===== config.mk =====
export PLATFORM = sky130hd
export DESIGN_NAME = cramer_divider_flat
export DESIGN_NICKNAME = d
export VERILOG_FILES = /design/src/rtl/cramer_divider_if.sv /design/src/rtl/cramer_divider.sv /design/src/flat_wrapper.sv
export SDC_FILE = /design/constraint.sdc
export NUM_CORES = 1
export LEC_CHECK = 0
export BUFFER_PORTS_ARGS = -buffer_cell sky130_fd_sc_hd__buf_2
export CORE_MARGIN = 3
export CORE_UTILIZATION = 55
export CTS_BUF_LIST = sky130_fd_sc_hd__clkbuf_16
export CTS_CLUSTER_SIZE = 28
export DETAILED_ROUTE_END_ITERATION = 12
export PLACE_DENSITY = 0.86
export SYNTH_ARGS = -nofsm -noshare
export SYNTH_HDL_FRONTEND = slang
export SYNTH_SLANG_ARGS = --single-unit

===== constraint.sdc =====
create_clock -name clk -period 4.8 [get_ports clk]
set_input_delay 0.24 -clock clk [delete_from_list [all_inputs] [get_ports clk]]
set_output_delay 0.24 -clock clk [all_outputs]
set_load 0.02 [all_outputs]

===== src/rtl/cramer_divider_if.sv =====
// Operand and result handshake bundle for cramer_divider.
// All magnitudes are W bits with a separate sign bit (1 = negative).
interface cramer_divider_if #(parameter int W = 8);
  logic         in_valid;
  logic         in_ready;
  logic [W-1:0] det_mag;
  logic         det_sign;
  logic [W-1:0] dx_mag;
  logic         dx_sign;
  logic [W-1:0] dy_mag;
  logic         dy_sign;
  logic         out_valid;
  logic         out_ready;
  logic [W-1:0] x_mag;
  logic         x_sign;
  logic [W-1:0] xr_mag;
  logic         xr_sign;
  logic [W-1:0] y_mag;
  logic         y_sign;
  logic [W-1:0] yr_mag;
  logic         yr_sign;
  logic         div_zero;

  modport master (
    output in_valid, det_mag, det_sign, dx_mag, dx_sign, dy_mag, dy_sign, out_ready,
    input  in_ready, out_valid, x_mag, x_sign, xr_mag, xr_sign,
           y_mag, y_sign, yr_mag, yr_sign, div_zero
  );

  modport slave (
    input  in_valid, det_mag, det_sign, dx_mag, dx_sign, dy_mag, dy_sign, out_ready,
    output in_ready, out_valid, x_mag, x_sign, xr_mag, xr_sign,
           y_mag, y_sign, yr_mag, yr_sign, div_zero
  );
endinterface


===== src/rtl/cramer_divider.sv =====
// Finishes Cramer's rule for a 2x2 system: x = dx/det then y = dy/det,
// sharing one restoring divider on sign-magnitude operands (truncate toward zero).
module cramer_divider #(
  parameter int W = 8
) (
  input  logic            clk,
  input  logic            rst_n,
  cramer_divider_if.slave io
);

  localparam int CW = (W > 1) ? $clog2(W) : 1;

  typedef enum logic [1:0] {IDLE, DIVX, DIVY, DONE} state_t;

  state_t         state, next_state;
  logic           accept;
  logic           last;
  logic [CW-1:0]  cnt;
  logic [W-1:0]   rem;
  logic [W-1:0]   dvd;
  logic [W-1:0]   det_m;
  logic [W-1:0]   dy_m;
  logic           det_s, dx_s, dy_s;
  logic [W:0]     shifted;
  logic           borrow;
  logic [W-1:0]   rem_next;
  logic [W-1:0]   quo_next;
  logic [W-1:0]   x_m, xr_m, y_m, yr_m;
  logic           x_s, xr_s, y_s, yr_s, dz;

  always_ff @(posedge clk or negedge rst_n) begin
    if (!rst_n) state <= IDLE;
    else        state <= next_state;
  end

  always_comb begin
    next_state = state;
    accept     = 1'b0;
    last       = (cnt == '0);
    case (state)
      IDLE: if (io.in_valid) begin
        accept     = 1'b1;
        next_state = (io.det_mag == '0) ? DONE : DIVX;
      end
      DIVX:    if (last) next_state = DIVY;
      DIVY:    if (last) next_state = DONE;
      DONE:    if (io.out_ready) next_state = IDLE;
      default: next_state = IDLE;
    endcase
  end

  // The dividend register doubles as the quotient register: each step
  // shifts the next dividend bit out of the top and the new quotient bit in.
  always_comb begin
    shifted  = {rem, dvd[W-1]};
    borrow   = (shifted < {1'b0, det_m});
    rem_next = borrow ? shifted[W-1:0] : (shifted[W-1:0] - det_m);
    quo_next = {dvd[W-2:0], ~borrow};
  end

  always_ff @(posedge clk or negedge rst_n) begin
    if (!rst_n) begin
      cnt   <= '0;
      rem   <= '0;
      dvd   <= '0;
      det_m <= '0;
      dy_m  <= '0;
      det_s <= 1'b0;
      dx_s  <= 1'b0;
      dy_s  <= 1'b0;
      x_m   <= '0;
      xr_m  <= '0;
      y_m   <= '0;
      yr_m  <= '0;
      x_s   <= 1'b0;
      xr_s  <= 1'b0;
      y_s   <= 1'b0;
      yr_s  <= 1'b0;
      dz    <= 1'b0;
    end else if (accept) begin
      det_m <= io.det_mag;
      det_s <= io.det_sign;
      dx_s  <= io.dx_sign;
      dy_m  <= io.dy_mag;
      dy_s  <= io.dy_sign;
      dvd   <= io.dx_mag;
      rem   <= '0;
      cnt   <= CW'(W-1);
      dz    <= (io.det_mag == '0);
      if (io.det_mag == '0) begin
        x_m  <= '0;
        xr_m <= '0;
        y_m  <= '0;
        yr_m <= '0;
        x_s  <= 1'b0;
        xr_s <= 1'b0;
        y_s  <= 1'b0;
        yr_s <= 1'b0;
      end
    end else if (state == DIVX || state == DIVY) begin
      if (!last) begin
        dvd <= quo_next;
        rem <= rem_next;
        cnt <= cnt - 1'b1;
      end else if (state == DIVX) begin
        x_m  <= quo_next;
        x_s  <= (|quo_next) & (dx_s ^ det_s);
        xr_m <= rem_next;
        xr_s <= (|rem_next) & dx_s;
        dvd  <= dy_m;
        rem  <= '0;
        cnt  <= CW'(W-1);
      end else begin
        y_m  <= quo_next;
        y_s  <= (|quo_next) & (dy_s ^ det_s);
        yr_m <= rem_next;
        yr_s <= (|rem_next) & dy_s;
      end
    end
  end

  assign io.in_ready  = (state == IDLE);
  assign io.out_valid = (state == DONE);
  assign io.x_mag     = x_m;
  assign io.x_sign    = x_s;
  assign io.xr_mag    = xr_m;
  assign io.xr_sign   = xr_s;
  assign io.y_mag     = y_m;
  assign io.y_sign    = y_s;
  assign io.yr_mag    = yr_m;
  assign io.yr_sign   = yr_s;
  assign io.div_zero  = dz;

endmodule


===== src/flat_wrapper.sv =====
// flat-port wrapper written by rule: the top's interface ports become plain ports
module cramer_divider_flat 
#(
  parameter int W = 8
)
  (clk, rst_n, io_in_valid, io_det_mag, io_det_sign, io_dx_mag, io_dx_sign, io_dy_mag, io_dy_sign, io_out_ready, io_in_ready, io_out_valid, io_x_mag, io_x_sign, io_xr_mag, io_xr_sign, io_y_mag, io_y_sign, io_yr_mag, io_yr_sign, io_div_zero);
  cramer_divider_if #(.W(W)) io_i ();
  input  logic clk;
  input  logic rst_n;
  input wire logic [$bits(io_i.in_valid)-1:0] io_in_valid;
  input wire logic [$bits(io_i.det_mag)-1:0] io_det_mag;
  input wire logic [$bits(io_i.det_sign)-1:0] io_det_sign;
  input wire logic [$bits(io_i.dx_mag)-1:0] io_dx_mag;
  input wire logic [$bits(io_i.dx_sign)-1:0] io_dx_sign;
  input wire logic [$bits(io_i.dy_mag)-1:0] io_dy_mag;
  input wire logic [$bits(io_i.dy_sign)-1:0] io_dy_sign;
  input wire logic [$bits(io_i.out_ready)-1:0] io_out_ready;
  output wire logic [$bits(io_i.in_ready)-1:0] io_in_ready;
  output wire logic [$bits(io_i.out_valid)-1:0] io_out_valid;
  output wire logic [$bits(io_i.x_mag)-1:0] io_x_mag;
  output wire logic [$bits(io_i.x_sign)-1:0] io_x_sign;
  output wire logic [$bits(io_i.xr_mag)-1:0] io_xr_mag;
  output wire logic [$bits(io_i.xr_sign)-1:0] io_xr_sign;
  output wire logic [$bits(io_i.y_mag)-1:0] io_y_mag;
  output wire logic [$bits(io_i.y_sign)-1:0] io_y_sign;
  output wire logic [$bits(io_i.yr_mag)-1:0] io_yr_mag;
  output wire logic [$bits(io_i.yr_sign)-1:0] io_yr_sign;
  output wire logic [$bits(io_i.div_zero)-1:0] io_div_zero;
  assign io_i.in_valid = io_in_valid;
  assign io_i.det_mag = io_det_mag;
  assign io_i.det_sign = io_det_sign;
  assign io_i.dx_mag = io_dx_mag;
  assign io_i.dx_sign = io_dx_sign;
  assign io_i.dy_mag = io_dy_mag;
  assign io_i.dy_sign = io_dy_sign;
  assign io_i.out_ready = io_out_ready;
  assign io_in_ready = io_i.in_ready;
  assign io_out_valid = io_i.out_valid;
  assign io_x_mag = io_i.x_mag;
  assign io_x_sign = io_i.x_sign;
  assign io_xr_mag = io_i.xr_mag;
  assign io_xr_sign = io_i.xr_sign;
  assign io_y_mag = io_i.y_mag;
  assign io_y_sign = io_i.y_sign;
  assign io_yr_mag = io_i.yr_mag;
  assign io_yr_sign = io_i.yr_sign;
  assign io_div_zero = io_i.div_zero;
  cramer_divider #(.W(W)) u_core (.clk(clk), .rst_n(rst_n), .io(io_i));
endmodule

==> impl_metrics.env <==
export IMPL_cap_violations=0
export IMPL_grtUsageTotal_pct=24.7
export IMPL_fp_coreArea_um2=6830
export IMPL_nNetsFinal=525
export IMPL_syn_inst=419
export IMPL_seqCellArea_um2=1930
export IMPL_fmax_ghz=0.316
export IMPL_final_core_util_pct=66.9
export IMPL_grt_pass1_vias=3422
export IMPL_ys_seq_area_share_pct=49.3
export IMPL_hold_viol=0
export IMPL_hpwl_mm=6.75
export IMPL_holdWs_ns=0.0846
export IMPL_ys_types=59
export IMPL_post_synth_cell_area_avg_um2=9.32
export IMPL_cts_tree="done"
export IMPL_crit_type="flip-flop to flip-flop"
export IMPL_worst_setup_path_end_kind="flip-flop"
export IMPL_p_switching_w=0.00175
export IMPL_period_minus_slack_ns=3.16
export IMPL_drt_wl_total_mm=9.55
export IMPL_worstPathMaxFanout=34
export IMPL_syn_area_um2=3900
export IMPL_clock_sinks=77
export IMPL_synth_flop_cell="dfrtp_1"
export IMPL_antennaDiodeCount=0
export IMPL_setup_viol=0
export IMPL_drive_gt1_share_pct=22.5
export IMPL_dieArea_um2=8150
export IMPL_tightest_slew_ns=1.09
export IMPL_power_w=0.00379
export IMPL_synth_edf_count=0
export IMPL_synth_area_leader_cell="dfrtp_1"
export IMPL_timing_setup_tns_ns=0
export IMPL_place_area_um2=4290
export IMPL_clockRootBuffer="clkbuf_16"
export IMPL_peakVddDrop_v=0.000504
export IMPL_grt_max_degree=56
export IMPL_ant_nets=0
export IMPL_swShare_pct=46.1
export IMPL_io_buffers=69
export IMPL_rows=30
export IMPL_die_w_um=90.3
export IMPL_ctsResizeCount=0
export IMPL_final_cell_mix="107 x nand2_1, 77 x dfrtp_1, 69 x buf_2, 40 x o21ai_0, 22 x inv_1"
export IMPL_syn2layout_area_growth_pct=17.1
export IMPL_cts_buffers=9
export IMPL_crit_required_ns=5.01
export IMPL_post_route_period_util_pct=65.9
export IMPL_start_util_pct=57.2
export IMPL_combPwrFrac_pct=53.0
export IMPL_vias_per_cell=5.78
export IMPL_rsz0062_at_grt="false"
export IMPL_synth_top_area_share_pct=49.3
export IMPL_max_slew_margin_pct=27.2
export IMPL_finalClockSkew_ns=0.00870
export IMPL_die_y_um=90.3
export IMPL_vias=3353
export IMPL_cp_arrival_ns=3.37
export IMPL_ys_top_cells_by_area="dfrtp_1 49%, nand2_1 10%, o21ai_0 5.1%, ha_1 4.5%, a21oi_1 2.7%"
export IMPL_hold_class="input port to flip-flop"
export IMPL_slowest_stage="and2_1"
export IMPL_hold_buffers=0
export IMPL_nFillCells=551
export IMPL_clkPwrFrac_pct=17.1
export IMPL_grt_pass1_wl_mm=16.2
export IMPL_antenna_found_initial=0
export IMPL_internal_power_w=0.00204
export IMPL_final_common_cell="nand2_1"
export IMPL_design_area_um2=4570
export IMPL_async_flop_share_pct=100
export IMPL_gr_total_overflow=0
export IMPL_drc=0
export IMPL_critPathMaxStageDelay_ns=0.87
export IMPL_drtIter0Drc=245
export IMPL_htree_levels=3
export IMPL_io_pins=70
export IMPL_post_cts_buffers=0
export IMPL_avgRoutedWirePerCell_um=16.5
export IMPL_p_leak_nw=2.30
export IMPL_clk_pin_slew_ns=0.07
export IMPL_p_per_area_nw_per_um2=829
export IMPL_worstSkewPairLatency_ns=0.34
export IMPL_status="finished, final reports clean"
export IMPL_start_kind="flip-flop"
export IMPL_cts_path_max_buffers=2
export IMPL_synth_warnings=0
export IMPL_crit_chain="inv_1 > ha_1 > nand2_1 > nand4_1 > and2_1 > mux2_2"
export IMPL_place_congestion=0.935
export IMPL_seqPwrFrac_pct=29.9
export IMPL_slew_viol_final=0
export IMPL_syn_nets=465
export IMPL_drt_pass1_iterations=5
export IMPL_ys_seq_elements=77
export IMPL_multi_input_area_um2=1800
registers in the layout, summed over array words and instances (netlist names), 2 cells and up:
signal	flops
u_core.rem	8
u_core.dy_m	8
u_core.det_m	8
u_core.io.x_mag	8
u_core.io.y_mag	8
u_core.dvd	8
u_core.io.xr_mag	8
u_core.cnt	3
u_core.state	2
u_core.io.yr_mag	8
power groups by stage:
stage	logic [W]	registers, W	clock network [W]
floorplan	0.00133	0.00123	0
global placement	0.00186	0.00112	0
detailed placement	0.00196	0.00113	0
CTS	0.00199	0.00112	0.000653
global route	0.00222	0.00116	0.000684
finish	0.00201	0.00113	0.000648
cell families (layout without fill, tap and decap cells):
family | after synthesis | after routing | synth area share [%]
AOI/OAI and AO/OA | 99 | 99 | 16.5
muxes | 16 | 16 | 4.55
adders and majority gates | 15 | 15 | 5.00
DFF | 77 | 77 | 49.3
xor gates and xnor gates | 6 | 6 | 1.35
and+or+nand+nor | 162 | 162 | 18.5
buffers and inverters | 44 | 109 | 4.71
Yosys cell counts, types with 2 or more instances:
master,count
a211oi_1,4
a21oi_1,21
a22o_1,5
and2_1,4
and2_2,2
buf_1,2
buf_6,2
clkbuf_1,17
dfrtp_1,77
ha_1,14
inv_1,22
mux2_2,9
mux2i_1,5
nand2_1,107
nand2b_1,3
nand3_1,4
nand4_1,2
nor2_1,16
nor2b_1,4
nor3_1,6
nor4_1,3
o21a_1,2
o21ai_0,40
o31ai_1,8
o32ai_1,2
xnor2_1,5
stage by stage:
step,setup slack [ns],cells
global placement,1.83,564
detailed placement,1.68,564
CTS,1.66,580
finish,1.64,580
floorplan,2.52,419
global route,1.33,580
routing by layer:
layer,part of all wire [%],track usage [%],vias up
met2,50,41.8,127
met4,2.9,11.2,0
met3,5.1,4.92,34
met5,0,0,-
met1,42,30.5,1621
li1,-,-,1571
area by class of cell:
class	count	share of cell area, %
well taps	96	2.63
clock inverters	7	1.34
clock buffers	9	4.93
multi-input cells	298	39.3
repair buffers	71	7.88
flip-flops and latches	77	42.1
inverters	22	1.81
critical path, delay by kind of cell (launching register included):
family / cells / cell delay, ns
adders and majority gates: 1 / 0.26
buffers and inverters: 1 / 0.10
DFF: 1 / 0.42
muxes: 1 / 0.43
and+or+nand+nor: 3 / 1.81
path summary, 6_finish.rpt:
path	start	to	slack, ns	depth (start not counted)
setup / recovery	u_core.state[0]$_DFFE_PN0P_	u_core.io.xr_mag[3]$_DFFE_PN0P_	1.64	6
hold / removal	io_dy_mag[6]	u_core.dy_m[6]$_DFFE_PN0P_	0.08	3
setup reg to reg	u_core.state[0]$_DFFE_PN0P_	u_core.io.xr_mag[3]$_DFFE_PN0P_	1.64	6
hold reg to reg	u_core.io.xr_mag[2]$_DFFE_PN0P_	u_core.io.xr_mag[2]$_DFFE_PN0P_	0.47	2
max in group asynchronous	rst_n	u_core.io.yr_mag[4]$_DFFE_PN0P_	3.71	2
min in group asynchronous	rst_n	u_core.io.x_mag[3]$_DFFE_PN0P_	0.11	1
(Power assumes the default switching activity.)
